`src/rtl/hkspi_pkg.sv`:
```
// Shared types and command-byte field positions for the housekeeping SPI responder.
package hkspi_pkg;

    typedef enum logic [2:0] {
        ST_IDLE,
        ST_COMMAND,
        ST_ADDRESS,
        ST_DATA,
        ST_IGNORE
    } hk_state_t;

    localparam int CMD_WR      = 7;
    localparam int CMD_RD      = 6;
    localparam int CMD_CNT_MSB = 5;
    localparam int CMD_CNT_LSB = 3;

    localparam logic [7:0] PASSTHRU_MASK = 8'h07;

    // Plain read/write commands are accepted; no-op and pass-thru opcodes are not.
    function automatic logic cmdAccepted(input logic [7:0] cmd);
        logic accepted;
        accepted = cmd[CMD_WR] | cmd[CMD_RD];
        if (cmd[CMD_WR] && cmd[CMD_RD] && ((cmd & PASSTHRU_MASK) != 8'h00)) begin
            accepted = 1'b0;
        end
        return accepted;
    endfunction

endpackage

```
`src/rtl/hkspi_sync_edge.sv`:
```
// Two-flop synchronizer with registered rise/fall pulses for an asynchronous input.
module hkspi_sync_edge #(
    parameter logic RESET_VAL = 1'b0
) (
    input  logic clock,
    input  logic resetb,
    input  logic i_async,
    output logic o_sync,
    output logic o_rise,
    output logic o_fall
);

    logic r_meta;
    logic r_sync;
    logic r_prev;
    logic r_rise;
    logic r_fall;

    // The idle level is used as reset value so leaving reset never fakes an edge.
    always_ff @(posedge clock or negedge resetb) begin
        if (!resetb) begin
            r_meta <= RESET_VAL;
            r_sync <= RESET_VAL;
            r_prev <= RESET_VAL;
            r_rise <= 1'b0;
            r_fall <= 1'b0;
        end else begin
            r_meta <= i_async;
            r_sync <= r_meta;
            r_prev <= r_sync;
            r_rise <= r_sync & ~r_prev;
            r_fall <= ~r_sync & r_prev;
        end
    end

    assign o_sync = r_sync;
    assign o_rise = r_rise;
    assign o_fall = r_fall;

endmodule

```
`src/rtl/hkspi_responder.sv`:
```
// Housekeeping SPI responder, fully synchronous to clock: command byte, address byte,
// then streamed data bytes translated into single-cycle register read/write strobes.
module hkspi_responder
    import hkspi_pkg::*;
#(
    parameter int ADDR_W    = 8,
    parameter int MIN_PHASE = 4
) (
    input  logic              clock,
    input  logic              resetb,
    input  logic              SCK,
    input  logic              CSB,
    input  logic              SDI,
    output logic              SDO,
    output logic              sdo_oe,
    output logic [ADDR_W-1:0] reg_addr,
    output logic              reg_re,
    input  logic [7:0]        reg_rdata,
    output logic              reg_we,
    output logic [7:0]        reg_wdata,
    output logic              busy
);

    localparam logic [ADDR_W-1:0] ADDR_ONE = {{(ADDR_W-1){1'b0}}, 1'b1};

    logic w_sckSync, w_sckRise, w_sckFall;
    logic w_csbSync, w_csbRise, w_csbFall;
    logic w_unusedSck;

    hkspi_sync_edge #(.RESET_VAL(1'b0)) u_sckSync (
        .clock  (clock),
        .resetb (resetb),
        .i_async(SCK),
        .o_sync (w_sckSync),
        .o_rise (w_sckRise),
        .o_fall (w_sckFall)
    );

    hkspi_sync_edge #(.RESET_VAL(1'b1)) u_csbSync (
        .clock  (clock),
        .resetb (resetb),
        .i_async(CSB),
        .o_sync (w_csbSync),
        .o_rise (w_csbRise),
        .o_fall (w_csbFall)
    );

    assign w_unusedSck = w_sckSync;

    hk_state_t         r_state, w_nextState;
    logic              r_sdiMeta, r_sdiSync;
    logic [2:0]        r_bitCnt;
    logic [6:0]        r_rx;
    logic              r_wrMode, r_rdMode;
    logic [2:0]        r_count, r_byteCnt;
    logic [ADDR_W-1:0] r_addr;
    logic              r_re, r_we, r_rePend, r_incPend, r_loadPend;
    logic [7:0]        r_wdata, r_tx;
    logic              r_sdo, r_busy;
    logic [7:0]        r_phaseCnt;

    logic       w_inFrame, w_byteDone, w_lastByte;
    logic [7:0] w_byte;

    assign w_inFrame  = (r_state == ST_COMMAND) || (r_state == ST_ADDRESS) || (r_state == ST_DATA);
    assign w_byteDone = w_sckRise && w_inFrame && (r_bitCnt == 3'd7) && !w_csbRise;
    assign w_byte     = {r_rx, r_sdiSync};
    assign w_lastByte = (r_count != 3'd0) && ((r_byteCnt + 3'd1) == r_count);

    always_ff @(posedge clock or negedge resetb) begin
        if (!resetb) begin
            r_state <= ST_IDLE;
        end else begin
            r_state <= w_nextState;
        end
    end

    always_comb begin
        w_nextState = r_state;
        if (w_csbRise) begin
            w_nextState = ST_IDLE;
        end else begin
            case (r_state)
                ST_IDLE:    if (w_csbFall) w_nextState = ST_COMMAND;
                ST_COMMAND: if (w_byteDone) w_nextState = cmdAccepted(w_byte) ? ST_ADDRESS : ST_IGNORE;
                ST_ADDRESS: if (w_byteDone) w_nextState = ST_DATA;
                ST_DATA:    if (w_byteDone && w_lastByte) w_nextState = ST_IGNORE;
                default:    w_nextState = r_state;
            endcase
        end
    end

    // Byte assembly, register strobes and TX shifting. In read/write mode the address
    // bump and next read are deferred a cycle so reg_we always sees the old address.
    always_ff @(posedge clock or negedge resetb) begin
        if (!resetb) begin
            r_sdiMeta  <= 1'b0;
            r_sdiSync  <= 1'b0;
            r_bitCnt   <= '0;
            r_rx       <= '0;
            r_wrMode   <= 1'b0;
            r_rdMode   <= 1'b0;
            r_count    <= '0;
            r_byteCnt  <= '0;
            r_addr     <= '0;
            r_re       <= 1'b0;
            r_we       <= 1'b0;
            r_rePend   <= 1'b0;
            r_incPend  <= 1'b0;
            r_loadPend <= 1'b0;
            r_wdata    <= '0;
            r_tx       <= '0;
            r_sdo      <= 1'b0;
            r_busy     <= 1'b0;
            r_phaseCnt <= 8'hFF;
        end else begin
            r_sdiMeta  <= SDI;
            r_sdiSync  <= r_sdiMeta;
            r_busy     <= ~w_csbSync;
            r_re       <= 1'b0;
            r_we       <= 1'b0;
            r_loadPend <= r_re;

            if (w_sckRise || w_sckFall) begin
                r_phaseCnt <= '0;
            end else if (r_phaseCnt != 8'hFF) begin
                r_phaseCnt <= r_phaseCnt + 8'd1;
            end

            if (w_csbFall || w_csbRise) begin
                r_bitCnt <= '0;
            end else if (w_sckRise && w_inFrame) begin
                r_bitCnt <= r_bitCnt + 3'd1;
                r_rx     <= {r_rx[5:0], r_sdiSync};
            end

            if (r_incPend) begin
                r_addr    <= r_addr + ADDR_ONE;
                r_re      <= r_rePend;
                r_incPend <= 1'b0;
                r_rePend  <= 1'b0;
            end

            if (w_byteDone) begin
                case (r_state)
                    ST_COMMAND: begin
                        r_wrMode  <= w_byte[CMD_WR];
                        r_rdMode  <= w_byte[CMD_RD];
                        r_count   <= w_byte[CMD_CNT_MSB:CMD_CNT_LSB];
                        r_byteCnt <= '0;
                    end
                    ST_ADDRESS: begin
                        r_addr <= w_byte[ADDR_W-1:0];
                        r_re   <= r_rdMode;
                    end
                    ST_DATA: begin
                        r_byteCnt <= r_byteCnt + 3'd1;
                        if (r_wrMode) begin
                            r_we      <= 1'b1;
                            r_wdata   <= w_byte;
                            r_incPend <= 1'b1;
                            r_rePend  <= r_rdMode & ~w_lastByte;
                        end else begin
                            r_addr <= r_addr + ADDR_ONE;
                            r_re   <= r_rdMode & ~w_lastByte;
                        end
                    end
                    default: ;
                endcase
            end

            if (!sdo_oe) begin
                r_sdo <= 1'b0;
            end else if (w_sckFall) begin
                r_sdo <= r_tx[7];
                r_tx  <= {r_tx[6:0], 1'b0};
            end
            if (r_loadPend) begin
                r_tx <= reg_rdata;
            end
        end
    end

    // Host must hold each SCK phase for at least MIN_PHASE clocks while selected.
    always @(posedge clock) begin
        if (resetb && !w_csbSync && (w_sckRise || w_sckFall)) begin
            assert (r_phaseCnt >= 8'(MIN_PHASE - 1));
        end
    end

    assign sdo_oe    = (r_state == ST_DATA) && r_rdMode;
    assign SDO       = r_sdo & sdo_oe;
    assign reg_addr  = r_addr;
    assign reg_re    = r_re;
    assign reg_we    = r_we;
    assign reg_wdata = r_wdata;
    assign busy      = r_busy;

endmodule
```
`config.mk`:
```
export PLATFORM = sky130hd
export DESIGN_NAME = hkspi_responder
export DESIGN_NICKNAME = d
export VERILOG_FILES = /design/src/rtl/hkspi_pkg.sv /design/src/rtl/hkspi_sync_edge.sv /design/src/rtl/hkspi_responder.sv
export SDC_FILE = /design/constraint.sdc
export NUM_CORES = 1
export LEC_CHECK = 0
export ABC_AREA = 1
export CORE_MARGIN = 2
export CORE_UTILIZATION = 50
export DETAILED_ROUTE_END_ITERATION = 12
export PLACE_DENSITY_LB_ADDON = 0.2
export SLEW_MARGIN = 20
export SYNTH_ARGS = -nofsm -noshare
export SYNTH_HDL_FRONTEND = slang
export SYNTH_SLANG_ARGS = --single-unit
export TNS_END_PERCENT = 50
```
`constraint.sdc`:
```
create_clock -name clock -period 2.11 [get_ports clock]
set_clock_uncertainty 0.15 [all_clocks]
set_input_delay 0.3165 -clock clock [delete_from_list [all_inputs] [get_ports clock]]
set_output_delay 0.3165 -clock clock [all_outputs]
set_load 0.01 [all_outputs]
```
==> impl_results.md <==
* Clk pwr share at 37.1%
* Syn_area_per_cell at 8.397 um^2
* Fin util at between 60 and 70%
* Worst skew pair latency at ~0.34 ns
* Fin cells at ~500
* Seq/Total Area, Yosys at approximately half
* Maximum buffer depth of the clock tree at 2
* Vias per cell at around 5
* Crit end category: output port
* Switching share of total power at roughly 27%
* Pleak at ~0.0019 uW
* CTS Sinks at 63
* CTS Buf Count at 9
* GPL Wtd Cong at 0.8950
* Drt total wl at roughly 6500 um
* PwrDens at ~730 nW/um^2
* Number of cells after detailed placement at 480
* Global-route wire length before repair at around 11000 um
* Worst-path clk slew at approximately 0.060 ns
* Synth area leaders: dfrtp_1 48%, nand2_1 15%, inv_1 6.3%
* Die footprint at 6860 um^2
* Nets@finish at 436
* # Max-Cap Violations at 0
* Final setup fails at 0
* Slew @ Worst Pin at 0.5518 ns
* Root Buffer: clkbuf_8
* Hpwl dp at approximately 4700 um
* Sequential Power Share at 48.6%
* Layout cell share with drive strength beyond 1 at 13.21%
* Row cnt at 28
* Mapped Cells at 370
* Yosys warnings at 0
* Antenna cell count at 0
* Vias in the first global route at roughly 2400
* Fin. Hold Viols at 0
* Internal Dissipation at 1999 uW
* Area fraction of the dominant cell type after synthesis at about half
* WL/cell at 12.97 um
* Worst Hold Class: register to register
* Port bufs at 33
* Final period util at between 90% and 100%
* Max FO, Critical Path at 8
* Core Region at between 5000 and 6000 um^2
* Residual DRC at 0
* Initial antenna violation count at 0
* Switching power at 754.0 uW
* Routed via count at between 2000 and 2500
* Post-Syn Nets at slightly below 400
* Comb pwr share at 14.3%
* Final Critical Period at roughly 1.9 ns
* Place WS at 0.07719 ns
* Max-slew violations at 0
* Die Y at 82.83 um
* Initial drt markers at 134
* Arrival time worst endpoint at 1.47 ns
* Distinct cells, synth at 33
* Pin count of the biggest net entering global routing at 24
* F_max at ~520 MHz
* Synth area leader: dfrtp_1
* CP Launch Type: register
* Post-synthesis register bit count at 63
* P&R area growth vs syn at 20.70%
* TritonCTS clock tree: built
* Kind of critical path: register to output port
* Setup ws final at approximately 0.18 ns
* Global route total overflow at 0
* Initial Util at between 50 and 60%
* GRT Util Overall at about a fifth
* Slew margin rel. at between 60% and 70%
* Run status: finished clean
* Final ANT Viol Nets at 0
* Setup TNS at 0 ns
* IO Pins at 34
* Deepest level of the CTS H-tree at 3
* Worst IR drop on VDD at 526.9 uV
* Die width at roughly 83 um
* Syn Std Cell Area at roughly 3100 um^2
* First-pass DRT Iterations at 4
* Required @ worst endpoint at 1.64 ns
## power groups by stage
stage	sequential, uW	clock, uW	combinational (uW)
CTS	1340	1040	393
global placement	1360	0	362
detailed placement	1360	0	372
finish	1340	1020	393
floorplan	1360	0	232
global route	1340	1110	446
## registers in the layout, indices dropped and copies added (netlist names), 3 cells and up
| name | flops |
|---|---|
| r_count | 3 |
| reg_addr | 8 |
| r_tx | 8 |
| r_rx | 7 |
| r_state | 3 |
| r_bitCnt | 3 |
| reg_wdata | 8 |
| r_byteCnt | 3 |
## cell families after synthesis
family / share of synthesized area, %
AND/OR/NAND/NOR: 23.92
buffers and inverters: 8.860
flip-flops: 50.87
AO/OA/AOI/OAI: 12.69
XOR/XNOR: 1.410
adder cells (fa/ha/maj): 1.611
multiplexers: 0.6444
## cell type report
cell class,count,area [um^2]
Timing Repair Buffer,44,416.7
Clock inverter,3,42.54
Sequential cell,63,1580
Multi-Input combinational cell,244,1254
Fill cell,518,2206
Inverter,57,214.0
Tap cell,75,93.84
Clock buffer,13,148.9
## cell usage after synthesis
cell type / number
o21ai_2: 9
nand4_4: 1
buf_6: 1
a31oi_1: 1
mux2i_1: 2
o221ai_1: 4
buf_1: 2
o22ai_1: 2
nor2_4: 1
bufbuf_16: 1
nor2_1: 15
dfstp_2: 3
o21bai_1: 2
o31ai_1: 1
a22oi_1: 3
nand2_2: 5
buf_2: 2
xnor2_1: 2
dfrtp_1: 60
inv_1: 52
nand2_4: 3
nand3_1: 21
a21boi_2: 1
o21ai_0: 20
o21ai_1: 6
a21oi_1: 9
o211ai_1: 4
ha_1: 4
nand2_1: 123
nor3_4: 1
inv_2: 5
nor2_2: 1
xor2_1: 3
## worst max-delay path, stage by stage (launching register included)
cell,delay (ns)
dfrtp_1,0.40
inv_2,0.09
nand2_2,0.06
inv_2,0.09
nand2_4,0.10
nor2_4,0.12
dlygate4sd2_1,0.27
## metrics by stage
| stage | total power [uW] | hold WS [ns] | area [um^2] |
|---|---|---|---|
| after floorplan | 1589 | -0.1291 | 3107 |
| after global placement | 1720 | 0.1792 | 3537 |
| after detailed placement | 1735 | 0.1925 | 3537 |
| after CTS | 2773 | 0.2084 | 3744 |
| after global routing | 2897 | 0.2139 | 3750 |
| final | 2753 | 0.2066 | 3750 |
## layer usage
layer,vias to the layer above,wire length [um],global-route usage [%]
met1,1172,3028,27.44
met5,-,0,0
met2,51,3128,30.57
met3,8,219,3.976
li1,1267,-,-
met4,0,93,8.495
## cell usage in the layout, fill, tap and decap left out, drive strengths merged
master | Yosys | layout
nand2 | 131 | 131
dfrtp | 60 | 60
inv | 57 | 57
o21ai | 35 | 35
clkdlybuf4s50 | 0 | 30
nand3 | 21 | 21
nor2 | 17 | 17
clkbuf | 0 | 14
buf | 5 | 11
a21oi | 9 | 9
o211ai | 4 | 4
o221ai | 4 | 4
ha | 4 | 4
xor2 | 3 | 3
a22oi | 3 | 3
dfstp | 3 | 3
xnor2 | 2 | 2
o21bai | 2 | 2
o22ai | 2 | 2
mux2i | 2 | 2
nand4 | 1 | 1
nor3 | 1 | 1
a21boi | 1 | 1
a31oi | 1 | 1
o31ai | 1 | 1
clkinvlp | 0 | 1
bufinv | 0 | 1
clkinv | 0 | 1
dlygate4sd3 | 0 | 1
dlygate4sd2 | 0 | 1
## timing repair
action,CTS,global route
setup endpoints to repair,2,2
hold buffers,1,0
buffers inserted,1,1
pin swaps,0,1
gates resized for setup,2,3
gates cloned,0,0
endpoints found under the hold margin,19,0
## worst paths after layout
check / start / end / slack, ns / cells past startpoint
max: r_state[2] / sdo_oe / 0.18 / 6
min: u_csbSync.r_meta / u_csbSync.o_sync / 0.21 / 0
max reg2reg: r_byteCnt[0] / r_state[0] / 0.26 / 12
min reg2reg: u_csbSync.r_meta / u_csbSync.o_sync / 0.21 / 0
max in group asynchronous: resetb / u_csbSync.o_sync / 0.82 / 3
min in group asynchronous: resetb / r_count[2] / 0.35 / 2
Note: power is estimated with default switching activity, not from simulation.
==> edit (same settings) <==
The parameter `RESET_VAL` goes from 1'b1 to 1'b0.
--- a/src/rtl/hkspi_responder.sv
+++ b/src/rtl/hkspi_responder.sv
@@ -36,7 +36,7 @@
         .o_fall (w_sckFall)
     );
 
-    hkspi_sync_edge #(.RESET_VAL(1'b1)) u_csbSync (
+    hkspi_sync_edge #(.RESET_VAL(1'b0)) u_csbSync (
         .clock  (clock),
         .resetb (resetb),
         .i_async(CSB),
Behaviour: not the same (a bounded check fails within 4 cycles, from zero or initial values and one cycle with resetb low).
==> edit against the unedited design <==
- global-route usage increased by 0.73 points
- via count down 0.68%
- count of clock-buffer cells in the layout down 4
- sequential cell count did not move
- cell count fell by 0.40%
- routed wire length decreased by 4.2%
- power grew 4.3%
- worst setup slack lost 0.055 ns
- synthesized area fell by 0.12%
- core utilization is 0.29 points higher
- design area grew 0.47%
- worst hold slack got worse by 0.0042 ns
- die area is 0.12% lower
- largest power group unchanged
- highest routed layer unchanged
==> edit: results (changes against the unedited design) <==
- Run status: complete, no violations
- Clock transition at the registers of the reported paths: 0.08 ns (+0.02 ns)
- CP arrival: 1.52 ns (+0.05 ns)
- Clock buffer depth: 2 (unchanged)
- First-pass GRT wire length: 10400 microns (-5.3%)
- Most common library cells after synthesis: nand2_1, dfrtp_1, inv_1
- Slew @ Worst Pin: 0.503 ns (-0.0488 ns)
- Vias in the first global route: 2352 (-1.6%)
- Crit Path Max Fanout: 3 (-5)
- Clock Tree Root: clkbuf_8
- Final net count: 434 (-0.46%)
- Library cells used by synthesis: 32 (-3.0%)
- Post-Synth XOR/XNOR Area: 1.41% (+0.0017 points)
- Leakage: 1.88 nW (+0.74%)
- Post-synthesis adder-cell area fraction: 1.61% (+0.0019 points)
- GRT Total Usage: 20.6% (+0.73 points)
- Maximum VDD drop: 0.591 mV (+12%)
- Initial antenna violation count: 0 (unchanged)
- Detailed Route Iter0 Violations: 151 (+13%)
- Synth Area in Compound Gates: 12.7% (+0.015 points)
- Vias per inst: 4.99 (-0.28%)
- Sequential share of the synthesized area: 50.8% (-0.059 points)
- Synth area leaders: dfrtp_1, nand2_1, inv_1
- Area after DPL: 3530 sq um (-0.32%)
- Drt total wl: 6200 microns (-4.2%)
- GP Congestion: 0.843 (-5.8%)
- Multiplexer area fraction after synthesis: 0.645% (+0.00078 points)
- CTS Buf Count: 9 (unchanged)
- Share of layout cells above drive strength 1: 12.3% (-0.89 points)
- Largest net degree at the start of global routing: 64 (+170%)
- Detail Placement HPWL: 4530 microns (-4.3%)
edit: cell type report:
cell class	instances	area, sq um
Clock buffer	9	124
Clock inverter	7	103
Fill cell	534	2190
Inverter	57	214
Multi-Input combinational cell	244	1250
Sequential cell	63	1580
Tap cell	75	93.8
Timing Repair Buffer	42	405
edit: repair_timing:
action	CTS	global route
hold endpoints to repair	63	0
resized for setup	2	0
hold buffers	1	0
endpoints found under the setup margin	2	0
buffers inserted	1	0
edit: power by group:
group	internal, mW	switching [mW]	total [mW]
Clock	0.679	0.499	1.18
Sequential	1.28	0.0708	1.35
Combinational	0.127	0.220	0.347
edit: worst max-delay path: cells and delay by family (launching register included):
kind,cells,cell delay [ns]
buffers and inverters,4,0.50
flip-flops,1,0.40
AND/OR/NAND/NOR,4,0.28
edit: kinds of logic after synthesis:
kind of cell / Yosys count
AO/OA/AOI/OAI: 62
XOR/XNOR: 5
adder cells (fa/ha/maj): 4
buffers and inverters: 63
flip-flops: 63
multiplexers: 2
AND/OR/NAND/NOR: 171
edit: worst paths after layout:
path	startpoint	end	slack [ns]	cells after the start
min in group asynchronous	resetb	reg_addr[5]	0.35	3
worst max-delay path	r_state[2]	SDO	0.12	8
worst max register to register	r_byteCnt[0]	r_state[0]	0.27	12
max in group asynchronous	resetb	r_tx[3]	1.15	3
worst min register to register	r_sdiMeta	r_sdiSync	0.20	0
worst min-delay path	r_sdiMeta	r_sdiSync	0.20	0
edit: metal layers:
layer | wire [microns] | up-vias | track usage [%] | share of wire (%)
li1 | - | 1269 | - | -
met1 | 2920 | 1155 | 27.0 | 47
met2 | 2890 | 48 | 33.2 | 47
met3 | 297 | 9 | 5.09 | 4.8
met4 | 90 | 0 | 7.38 | 1.5
met5 | 0 | - | 0 | 0
edit: stage by stage:
step	utilization [%]	hold slack [ns]	total power, mW	setup slack [ns]	cells
final	63.3	0.202	2.87	0.122	497
after global routing	63.3	0.214	3.02	0.00397	497
after CTS	63.3	0.207	2.90	0.0966	497
after detailed placement	59.2	0.187	1.71	0.145	479
after global placement	59.2	0.182	1.70	0.187	479
after floorplan	-	-0.129	1.59	0.451	370
